[config.mk]
export PLATFORM = sky130hd
export DESIGN_NAME = mat_mult_sequencer
export DESIGN_NICKNAME = d
export VERILOG_FILES = /design/src/rtl/mat_pkg.sv /design/src/rtl/mat_tag_pipe.sv /design/src/rtl/mat_mult_sequencer.sv
export SDC_FILE = /design/constraint.sdc
export NUM_CORES = 2
export LEC_CHECK = 0
export CELL_PAD_IN_SITES_DETAIL_PLACEMENT = 0
export CELL_PAD_IN_SITES_GLOBAL_PLACEMENT = 1
export CORE_ASPECT_RATIO = 1.1
export CORE_UTILIZATION = 24
export DETAILED_ROUTE_END_ITERATION = 8
export PLACE_DENSITY = 0.53
export SLEW_MARGIN = 5
export SYNTH_ARGS = -nofsm -noshare
export SYNTH_HDL_FRONTEND = slang
export SYNTH_SLANG_ARGS = --single-unit
[constraint.sdc]
create_clock -name clk -period 6.9 [get_ports clk]
set_input_delay 1.38 -clock clk [delete_from_list [all_inputs] [get_ports clk]]
set_output_delay 1.38 -clock clk [all_outputs]
set_load 0.02 [all_outputs]
[src/rtl/mat_pkg.sv]
// Shared matrix types, FSM encoding and element/lane slicing helpers.
// Used by the sequencer, the dot-product datapath and the register layer.
package mat_pkg;

  localparam int N  = 5;
  localparam int W  = 8;
  localparam int IW = 3;
  localparam int MW = N * N * W;
  localparam int RW = N * W;
  localparam int MB = $clog2(MW);
  localparam int RB = $clog2(RW);

  typedef enum logic [1:0] {
    IDLE,
    RUN,
    DRAIN,
    DONE
  } st_t;

  typedef logic [IW-1:0] ix_t;
  typedef logic [W-1:0]  el_t;
  typedef logic [MW-1:0] mat_t;
  typedef logic [RW-1:0] row_t;

  localparam ix_t NS = ix_t'(N);

  function automatic el_t el_get(mat_t m, ix_t r, ix_t c);
    logic [MB-1:0] b;
    b = MB'(MW - 1 - (int'(r) * N + int'(c)) * W);
    return m[b -: W];
  endfunction

  function automatic mat_t el_set(mat_t m, ix_t r, ix_t c, el_t v);
    mat_t o;
    logic [MB-1:0] b;
    o = m;
    b = MB'(MW - 1 - (int'(r) * N + int'(c)) * W);
    o[b -: W] = v;
    return o;
  endfunction

  function automatic row_t lane_set(row_t v, ix_t k, el_t e);
    row_t o;
    logic [RB-1:0] b;
    o = v;
    b = RB'(RW - 1 - int'(k) * W);
    o[b -: W] = e;
    return o;
  endfunction

  function automatic ix_t clamp(logic [2:0] sz);
    if (sz < 3'd2) return ix_t'(2);
    if (sz > NS) return NS;
    return ix_t'(sz);
  endfunction

  // lanes at or beyond the active size stay zero
  function automatic row_t row_of(mat_t m, ix_t i, ix_t s);
    row_t o;
    o = '0;
    for (int k = 0; k < N; k++)
      if (ix_t'(k) < s)
        o = lane_set(o, ix_t'(k), el_get(m, i, ix_t'(k)));
    return o;
  endfunction

  function automatic row_t col_of(mat_t m, ix_t j, ix_t s);
    row_t o;
    o = '0;
    for (int k = 0; k < N; k++)
      if (ix_t'(k) < s)
        o = lane_set(o, ix_t'(k), el_get(m, ix_t'(k), j));
    return o;
  endfunction

endpackage

[src/rtl/mat_tag_pipe.sv]
// Delay line carrying {valid,i,j} alongside each datapath issue.
// LAT=0 degenerates to a wire.
module mat_tag_pipe
  import mat_pkg::*;
#(
  parameter int LAT = 1,
  parameter int TW  = 1 + 2 * IW
) (
  input  logic          clk,
  input  logic          rst,
  input  logic [TW-1:0] tin,
  output logic [TW-1:0] tout,
  output logic          pend
);

  if (LAT == 0) begin : g_pass
    logic unused_clk;
    assign unused_clk = clk ^ rst;
    assign tout = tin;
    assign pend = 1'b0;
  end else begin : g_pipe
    logic [TW-1:0] stg [LAT];

    always_ff @(posedge clk or negedge rst) begin
      if (!rst) begin
        for (int k = 0; k < LAT; k++) stg[k] <= '0;
      end else begin
        stg[0] <= tin;
        for (int k = 1; k < LAT; k++) stg[k] <= stg[k-1];
      end
    end

    assign tout = stg[LAT-1];

    // the output stage is captured this edge; only earlier stages are pending
    always_comb begin
      pend = 1'b0;
      for (int k = 0; k < LAT - 1; k++) pend = pend | stg[k][TW-1];
    end
  end

endmodule

[src/rtl/mat_mult_sequencer.sv]
// Sequences C = A x B through the shared dot-product datapath,
// one row/column pair per cycle, with sticky overflow.
module mat_mult_sequencer
  import mat_pkg::*;
#(
  parameter int DP_LAT = 1
) (
  input  logic          clk,
  input  logic          rst,
  input  logic          start,
  input  logic [2:0]    size,
  input  logic [MW-1:0] mat_a,
  input  logic [MW-1:0] mat_b,
  output logic          busy,
  output logic          done,
  output logic [MW-1:0] mat_c,
  output logic          ovf,
  output logic          dp_valid,
  output logic [RW-1:0] dp_row,
  output logic [RW-1:0] dp_col,
  input  logic [W-1:0]  dp_res,
  input  logic          dp_ovf
);

  localparam int TW = 1 + 2 * IW;

  st_t st, nst;
  mat_t a_q, b_q;
  ix_t s_q, i_q, j_q, ni, nj, sz;
  logic last, pend, go;
  logic [TW-1:0] tin, tout;

  assign sz   = clamp(size);
  assign go   = (st == IDLE) && start;
  assign last = (i_q == s_q - 1'b1) && (j_q == s_q - 1'b1);
  assign tin  = {dp_valid, i_q, j_q};

  always_comb begin
    ni = i_q;
    nj = j_q + 1'b1;
    if (j_q == s_q - 1'b1) begin
      ni = i_q + 1'b1;
      nj = '0;
    end
  end

  mat_tag_pipe #(.LAT(DP_LAT), .TW(TW)) u_tags (
    .clk  (clk),
    .rst  (rst),
    .tin  (tin),
    .tout (tout),
    .pend (pend)
  );

  always_ff @(posedge clk or negedge rst) begin
    if (!rst) st <= IDLE;
    else      st <= nst;
  end

  always_comb begin
    nst = st;
    unique case (st)
      IDLE:  if (start) nst = RUN;
      RUN:   if (last) nst = (DP_LAT == 0) ? DONE : DRAIN;
      DRAIN: if (!pend) nst = DONE;
      DONE:  nst = IDLE;
      default: nst = IDLE;
    endcase
  end

  assign busy = (st == RUN) || (st == DRAIN);
  assign done = (st == DONE);

  // first pair is issued straight from the inputs so it lands in cycle 1
  always_ff @(posedge clk or negedge rst) begin
    if (!rst) begin
      a_q      <= '0;
      b_q      <= '0;
      s_q      <= '0;
      i_q      <= '0;
      j_q      <= '0;
      dp_valid <= 1'b0;
      dp_row   <= '0;
      dp_col   <= '0;
    end else if (go) begin
      a_q      <= mat_a;
      b_q      <= mat_b;
      s_q      <= sz;
      i_q      <= '0;
      j_q      <= '0;
      dp_valid <= 1'b1;
      dp_row   <= row_of(mat_a, ix_t'(0), sz);
      dp_col   <= col_of(mat_b, ix_t'(0), sz);
    end else if (st == RUN) begin
      if (last) begin
        dp_valid <= 1'b0;
        dp_row   <= '0;
        dp_col   <= '0;
      end else begin
        i_q    <= ni;
        j_q    <= nj;
        dp_row <= row_of(a_q, ni, s_q);
        dp_col <= col_of(b_q, nj, s_q);
      end
    end
  end

  always_ff @(posedge clk or negedge rst) begin
    if (!rst) begin
      mat_c <= '0;
      ovf   <= 1'b0;
    end else if (go) begin
      mat_c <= '0;
      ovf   <= 1'b0;
    end else if (tout[TW-1]) begin
      mat_c <= el_set(mat_c, tout[2*IW-1:IW], tout[IW-1:0], dp_res);
      ovf   <= ovf | dp_ovf;
    end
  end

endmodule
# [After elaboration in Yosys (flattened, before gate mapping)]
# Cells that the tools add are included.
# W data, S select, Z words.
[classes] n_addsub=24 n_mul=2 n_div=0 order_cmp=12 eq_ne=8 shifts=12 muxes=52 bitwise_logic=1 reduce_logical=10
[op_table] operator="$shiftx A207 B9 Y8" count=10
[op_table] operator="$mux W200" count=2
[op_table] operator="$mux W40" count=10
[op_table] operator="$shift A8 B10 Y207 const A" count=1
[op_table] operator="$shiftx A8 B10 Y207" count=1
[op_table] operator="$bwmux W200" count=1
[op_table] operator="$mux W32" count=4
[op_table] operator="$mux W24" count=4
[op_table] operator="$mux W16" count=4
[op_table] operator="$sub A8 B8 Y8 const A" count=5
[op_table] operator="$mux W3" count=12
[op_table] operator="$mux W8" count=4
[op_table] operator="$sub A7 B8 Y8 const A" count=4
[op_table] operator="$lt A1 B3 Y1 const A" count=4
[op_table] operator="$lt A2 B3 Y1 const A" count=4
[op_table] operator="$add A4 B3 Y5 const A" count=2
[op_table] operator="$add A5 B2 Y5 const B" count=2
[op_table] operator="$mul A3 B3 Y5 const B" count=2
[op_table] operator="$neg A8 Y10" count=1
[op_table] operator="$mux W1" count=8
[op_table] operator="$pmux W2 S4" count=1
[op_table] operator="$sub A8 B6 Y8 const A" count=1
[op_table] operator="$sub A8 B7 Y8 const A" count=1
[op_table] operator="$add A3 B1 Y3 const B" count=2
[op_table] operator="other kinds (21)" count=31
[word_totals] register_bits=700 latch_bits=0 ram_bits=0 rom_bits=0 in_bits=415 output_inout_bits=284 elab_cells=133 mem_count=0

# [Longest topological paths before layout]
[logic_depth] word_depth=14 depth_mapped=25 depth_no_buf=18

# [Cells and area by module]
# Synthesis repeated with hierarchy kept, for this count alone.
[unflattened] cells_unflattened=5047 area_unflattened_um2=44128.6
[by_module_without_submodules] mod="mat_mult_sequencer" n_inst=1 cells_each=5038 area_per_inst_um2=43942.1 seq_area_each_um2=17341.6
[by_module_without_submodules] mod="mat_tag_pipe" n_inst=1 cells_each=9 area_per_inst_um2=186.4 seq_area_each_um2=175.2

# [Worst setup path before layout]
# No wires, ideal clock.
[synth_path] kind="register to register" startpoint="register s_q[0]" endpoint="register dp_row[15]" setup_ns=0.125 arrival_ns=5.259 required_time_ns=6.775 setup_slack_ns=1.515 stages_incl_launch_ff=24 path_buffers=12 synth_period_minus_slack_ns=5.385 path_cell_list="dfrtp_1 > buf_2 > inv_1 > ha_1 > xnor2_2 > nor4_4 > nor3_2 > buf_6 > buf_6 > buf_4 > buf_2 > ha_1 > clkbuf_1 > buf_2 > buf_2 > buf_2 > clkbuf_1 > clkbuf_1 > buf_1 > o2111ai_1 > a21oi_1 > nor4_1 > nor3_1 > nor3_1"
[synth_via] elab_chain_cells=11 word_cells_on_any_way=14 cone_classes="3 x add/sub; 1 x mul; 1 x order compare; 2 x eq/ne; 1 x shift; 5 x mux; 1 x reduce/logical"
[synth_lines] element="from (decl)" line="mat_mult_sequencer.sv:29" source="ix_t s_q, i_q, j_q, ni, nj, sz;"
[synth_lines] element="from (signal assigned)" line="mat_mult_sequencer.sv:88" source="s_q <= sz;"
[synth_lines] element="$sub A3 B1 Y3" line="mat_mult_sequencer.sv:35, mat_mult_sequencer.sv:41"
[synth_lines] element="$eq A3 B3 Y1" line="mat_mult_sequencer.sv:35, mat_mult_sequencer.sv:41"
[synth_lines] element="$mux W3" line="mat_mult_sequencer.sv:41" source="if (j_q == s_q - 1'b1) begin"
[synth_lines] element="$mul A3 B3 Y5" line="mat_pkg.sv:29" source="b = MB'(MW - 1 - (int'(r) * N + int'(c)) * W);"
[synth_lines] element="$add A5 B2 Y5" line="mat_pkg.sv:29"
[synth_lines] element="$sub A7 B8 Y8" line="mat_pkg.sv:29"
[synth_lines] element="$shiftx A207 B9 Y8" line="mat_pkg.sv:30" source="return m[b -: W];"
[synth_lines] element="$mux W16" line="mat_pkg.sv:62" source="if (ix_t'(k) < s)"
[synth_lines] element="$mux W40 *" line="mat_mult_sequencer.sv:95" source="if (last) begin"
[synth_lines] element="$mux W40 *" line="mat_mult_sequencer.sv:94" source="end else if (st == RUN) begin"
[synth_lines] element="$mux W40 *" line="mat_mult_sequencer.sv:85" source="end else if (go) begin"
[synth_lines] element="to (signal assigned)" line="mat_mult_sequencer.sv:92" source="dp_row <= row_of(mat_a, ix_t'(0), sz);"
[synth_lines] element="to (signal assigned)" line="mat_mult_sequencer.sv:102" source="dp_row <= row_of(a_q, ni, s_q);"
[synth_lines] element="to (decl)" line="mat_mult_sequencer.sv:19" source="output logic [RW-1:0] dp_row,"
# Every way passes the cells marked *; elsewhere a longest branch is shown, timed or not. The select of a mux whose other input is x is not followed.
# A chain may end at the register's enable or synchronous reset.

# [Worst setup path in the final report]
[layout_path] startpoint="register s_q[1]" endpoint="register dp_row[26]"
[layout_via] elab_chain_cells=11 word_cells_on_any_way=14 cone_classes="3 x add/sub; 1 x mul; 1 x order compare; 2 x eq/ne; 1 x shift; 5 x mux; 1 x reduce/logical"
[layout_lines] element="$sub A3 B1 Y3" line="mat_mult_sequencer.sv:35, mat_mult_sequencer.sv:41"
[layout_lines] element="$eq A3 B3 Y1" line="mat_mult_sequencer.sv:35, mat_mult_sequencer.sv:41"
[layout_lines] element="$mux W3" line="mat_mult_sequencer.sv:41"
[layout_lines] element="$mul A3 B3 Y5" line="mat_pkg.sv:29"
[layout_lines] element="$add A5 B1 Y5" line="mat_pkg.sv:29"
[layout_lines] element="$sub A7 B8 Y8" line="mat_pkg.sv:29"
[layout_lines] element="$shiftx A207 B9 Y8" line="mat_pkg.sv:30"
[layout_lines] element="$mux W32" line="mat_pkg.sv:62"
[layout_lines] element="$mux W40 *" line="mat_mult_sequencer.sv:95"
[layout_lines] element="$mux W40 *" line="mat_mult_sequencer.sv:94"
[layout_lines] element="$mux W40 *" line="mat_mult_sequencer.sv:85"
# Marks and branches as above.

==> flow_summary.rst <==
.. list-table::
   :header-rows: 1

   * - Metric
     - Value
   * - Status
     - completed
   * - Most frequent standard cell in the layout excluding fill and tap cells
     - sky130_fd_sc_hd__nand2_1
   * - Standard cell core area
     - 184400 um2
   * - WS Path Type
     - reg -> reg
   * - Number of flops mapped to enable cells by yosys
     - 0
   * - Number of vias per cell after detailed routing
     - 5.411
   * - Layout Cell Area excl Fill
     - between 50000 and 60000 um2
   * - Worst-path fanout max
     - 20
   * - Clock Skews
     - 0.05151 ns
   * - Number of endpoints with negative hold slack in the final report
     - 0
   * - Clock edge transition at the registers on the reported setup and hold paths
     - 0.06 ns
   * - Max capacitance violation total
     - 0
   * - Crit path DAT
     - 6.70 ns
   * - Transition time of the tightest slew-check pin
     - 1.311 ns
   * - Post-Synthesis Mean Instance Area
     - 8.694 um2
   * - Cell Area, Synth
     - 44630 um2
   * - Number of clock buffers inserted by TritonCTS
     - 88
   * - Synth Register Bits
     - 700
   * - Kind of end point of the critical path
     - flop
   * - Highest achievable clock rate
     - 163.4 MHz
   * - Site Rows
     - 165
   * - Commonest cells after routing, fill and taps aside
     - 1672 x sky130_fd_sc_hd__nand2_1, 699 x sky130_fd_sc_hd__dfrtp_1, 697 x sky130_fd_sc_hd__clkdlybuf4s50_1
   * - Post-route clock period utilization
     - 88.71%
   * - Final core utilization
     - 30.96%
   * - Insertion delay to the later sink of the worst-skew pair
     - 0.75 ns
   * - Setup repair after global routing missed its margin
     - false
   * - Total of buffers placed on input and output ports
     - 698
   * - Detail-routed net length per standard cell
     - 29.80 um
   * - Prevailing post-synth register cell
     - sky130_fd_sc_hd__dfrtp_1
   * - Final Setup Violations
     - 0
   * - Horizontal die dimension
     - 413.2 um
   * - Maximum count of clock buffers along a single path
     - 3
   * - DRC violation total after the first TritonRoute iteration
     - 4829
   * - Clk sink count
     - 700
   * - Min Tclk post-route
     - 6.121 ns
   * - Count of fill cells added during filler insertion
     - between 15000 and 20000
   * - Cell depth of the worst setup path
     - 18
   * - Proportion of synthesized chip area in sequential cells
     - 39.25%
   * - All-Layer GR Usage
     - 25.07%
   * - Final wirelength
     - about 240 mm
   * - CTS H-tree lvls
     - 3
   * - Rel. slew slack
     - 11.76%
   * - Die H
     - 454.3 um
   * - Clock tree from TritonCTS
     - built
   * - Global-route wire length before repair
     - roughly 340 mm
   * - Net count after synthesis
     - 5596
   * - Worst-case reg-to-reg path depth
     - 18
   * - Routability cong.
     - 0.9592
   * - Startpoint type of the worst setup path
     - flop
   * - Share of post-route cells with drive strength above 1
     - 9.145%
   * - Post-detailed-placement cell area
     - 54220 um2
   * - Number of distinct standard cells referenced by the synthesized netlist
     - 99
   * - Effective utilization at floorplan
     - about 24%
   * - Final slew viol count
     - 0
   * - Initial antenna violation count
     - 28
   * - Resized cells post-CTS
     - 0
   * - Cell with the biggest individual delay on the critical path
     - sky130_fd_sc_hd__a2111oi_0
   * - Total of hold buffers inserted after clock tree synthesis
     - 0
   * - Post-CTS setup-driven buffer insertion count
     - 0
   * - DRC
     - 0
   * - Total buffers and inverters traversed by the critical path
     - 5
   * - Hold-critical path depth
     - 2
   * - Number of global-route vias before repair
     - 42510
   * - Overall die area
     - roughly 190000 um2
   * - Total negative setup slack
     - 0 ns
   * - Warning count from the yosys run
     - 0
   * - Syn-to-layout area delta
     - 27.86%
   * - CTS Root Cell
     - sky130_fd_sc_hd__clkbuf_16
   * - Sum of net half-perimeters after detailed placement
     - 181.5 mm
   * - Pin count of the biggest net entering global routing
     - around 190
   * - Top delay family on crit path
     - compound AO/OA/AOI/OAI gates
   * - First drt pass iteration count
     - 5
   * - Total congestion overflow after global routing
     - 0
   * - FFs w/ async S/R, synth
     - 100.0%
   * - Delay of the slowest cell on the worst path
     - between 0.9 and 1 ns
   * - Count of nets after finishing
     - 6101
   * - Crit-path cells
     - inv_1 -> ha_1 -> xnor2_2 -> buf_4 -> nor4_4 -> nor3_4 -> inv_2 -> ha_1 -> ha_1 -> inv_1 -> nor4_1 -> a2111oi_0 -> buf_4 -> o21a_1 -> a2111oi_0 -> o221ai_1 -> o31ai_1 -> o211ai_1
   * - Worst path required time
     - 7.48 ns
   * - Hold crit path type
     - reg -> reg
   * - Most repeated library cell on the critical path
     - sky130_fd_sc_hd__ha_1
   * - Final antenna-violating net count
     - 0
   * - Cells after Synth
     - 5134
   * - Count of pins on the block boundary
     - 699
   * - Worst slack on hold paths
     - 0.4925 ns
   * - Via count
     - 44010
==> synthesized netlist by cell type (22+ instances only) <==
cell / n / area [um2]
sky130_fd_sc_hd__buf_1: 55 / 206.5
sky130_fd_sc_hd__a221o_1: 32 / 320.3
sky130_fd_sc_hd__mux4_2: 164 / 3694
sky130_fd_sc_hd__nor4_1: 27 / 168.9
sky130_fd_sc_hd__dfrtp_1: 700 / 17520
sky130_fd_sc_hd__nor3_1: 25 / 125.1
sky130_fd_sc_hd__buf_2: 59 / 295.3
sky130_fd_sc_hd__o211ai_1: 86 / 645.6
sky130_fd_sc_hd__mux2i_1: 311 / 3113
sky130_fd_sc_hd__a22oi_1: 73 / 548.0
sky130_fd_sc_hd__ha_1: 46 / 575.6
sky130_fd_sc_hd__a211oi_1: 34 / 255.2
sky130_fd_sc_hd__nor2_1: 119 / 446.7
sky130_fd_sc_hd__nand2_1: 1673 / 6280
sky130_fd_sc_hd__clkbuf_1: 288 / 1081
sky130_fd_sc_hd__inv_1: 37 / 138.9
sky130_fd_sc_hd__o22ai_1: 38 / 237.7
sky130_fd_sc_hd__mux2_2: 22 / 247.7
sky130_fd_sc_hd__a22o_1: 26 / 227.7
sky130_fd_sc_hd__a221oi_1: 46 / 402.9
sky130_fd_sc_hd__a21oi_1: 141 / 705.7
sky130_fd_sc_hd__o21ai_0: 327 / 1637
sky130_fd_sc_hd__a31oi_1: 31 / 193.9
sky130_fd_sc_hd__o221ai_1: 41 / 359.1
sky130_fd_sc_hd__nand4_1: 24 / 150.1
sky130_fd_sc_hd__nand3_1: 288 / 1441
==> worst paths after layout <==
check,slack [ns],to,start
max,0.78,dp_row[26]$_DFFE_PN0P_,s_q[1]$_DFFE_PN0P_
min,0.49,ovf$_DFFE_PN0P_,ovf$_DFFE_PN0P_
max reg2reg,0.78,dp_row[26]$_DFFE_PN0P_,s_q[1]$_DFFE_PN0P_
min reg2reg,0.49,ovf$_DFFE_PN0P_,ovf$_DFFE_PN0P_
max in group asynchronous,4.58,mat_c[167]$_DFFE_PN0P_,rst
min in group asynchronous,0.71,b_q[184]$_DFFE_PN0P_,rst
==> metrics by stage <==
stage	cells	setup WS, ns
after floorplan	5134	1.515
final	8134	0.7789
after global placement	7970	1.074
after CTS	8129	0.9513
after global routing	8133	0.5798
after detailed placement	7970	0.9794
==> metal layers <==
layer / track usage, % / vias to the layer above / part of all wire [%]
li1: - / 19470 / -
met1: 33.86 / 22080 / 43
met2: 39.08 / 2015 / 45
met3: 4.924 / 412 / 7.5
met4: 10.04 / 38 / 4.2
met5: 0 / - / 0.092
==> cells by family after synthesis <==
group	synth area share, %
AND/OR/NAND/NOR	21.25
buffers and inverters	4.244
multiplexers	15.80
AO/OA/AOI/OAI	16.99
adder cells (fa/ha/maj)	1.334
flip-flops	39.25
XOR/XNOR	1.133
==> tightest hold or removal path: stages, from the launching register on <==
cell and delay, ns:
sky130_fd_sc_hd__dfrtp_1 0.34, sky130_fd_sc_hd__a21oi_1 0.04, sky130_fd_sc_hd__nor2_1 0.07
==> registers in the layout, summed over array words and instances (netlist names) <==
signal and flops:
dp_valid 1, i_q 3, b_q 200, dp_row 40, a_q 200, u_tags.tout 7
j_q 3, mat_c 200, st 2, s_q 3, dp_col 40, ovf 1
==> cell type report <==
| cell class | count | area, um2 | share of cell area, % |
|---|---|---|---|
| diodes | 5 | 12.51 | 0.02192 |
| clock buffers | 127 | 2480 | 4.345 |
| clock inverters | 32 | 359.1 | 0.6292 |
| inverters | 43 | 168.9 | 0.2960 |
| multi-input cells | 3972 | 25400 | 44.51 |
| flip-flops and latches | 700 | 17520 | 30.70 |
| well taps | 2421 | 3029 | 5.308 |
| repair buffers | 834 | 8100 | 14.19 |
Power is left out: the tool's default activity adds up to more than one toggle a clock period on the data nets, which glitch-free logic cannot reach.
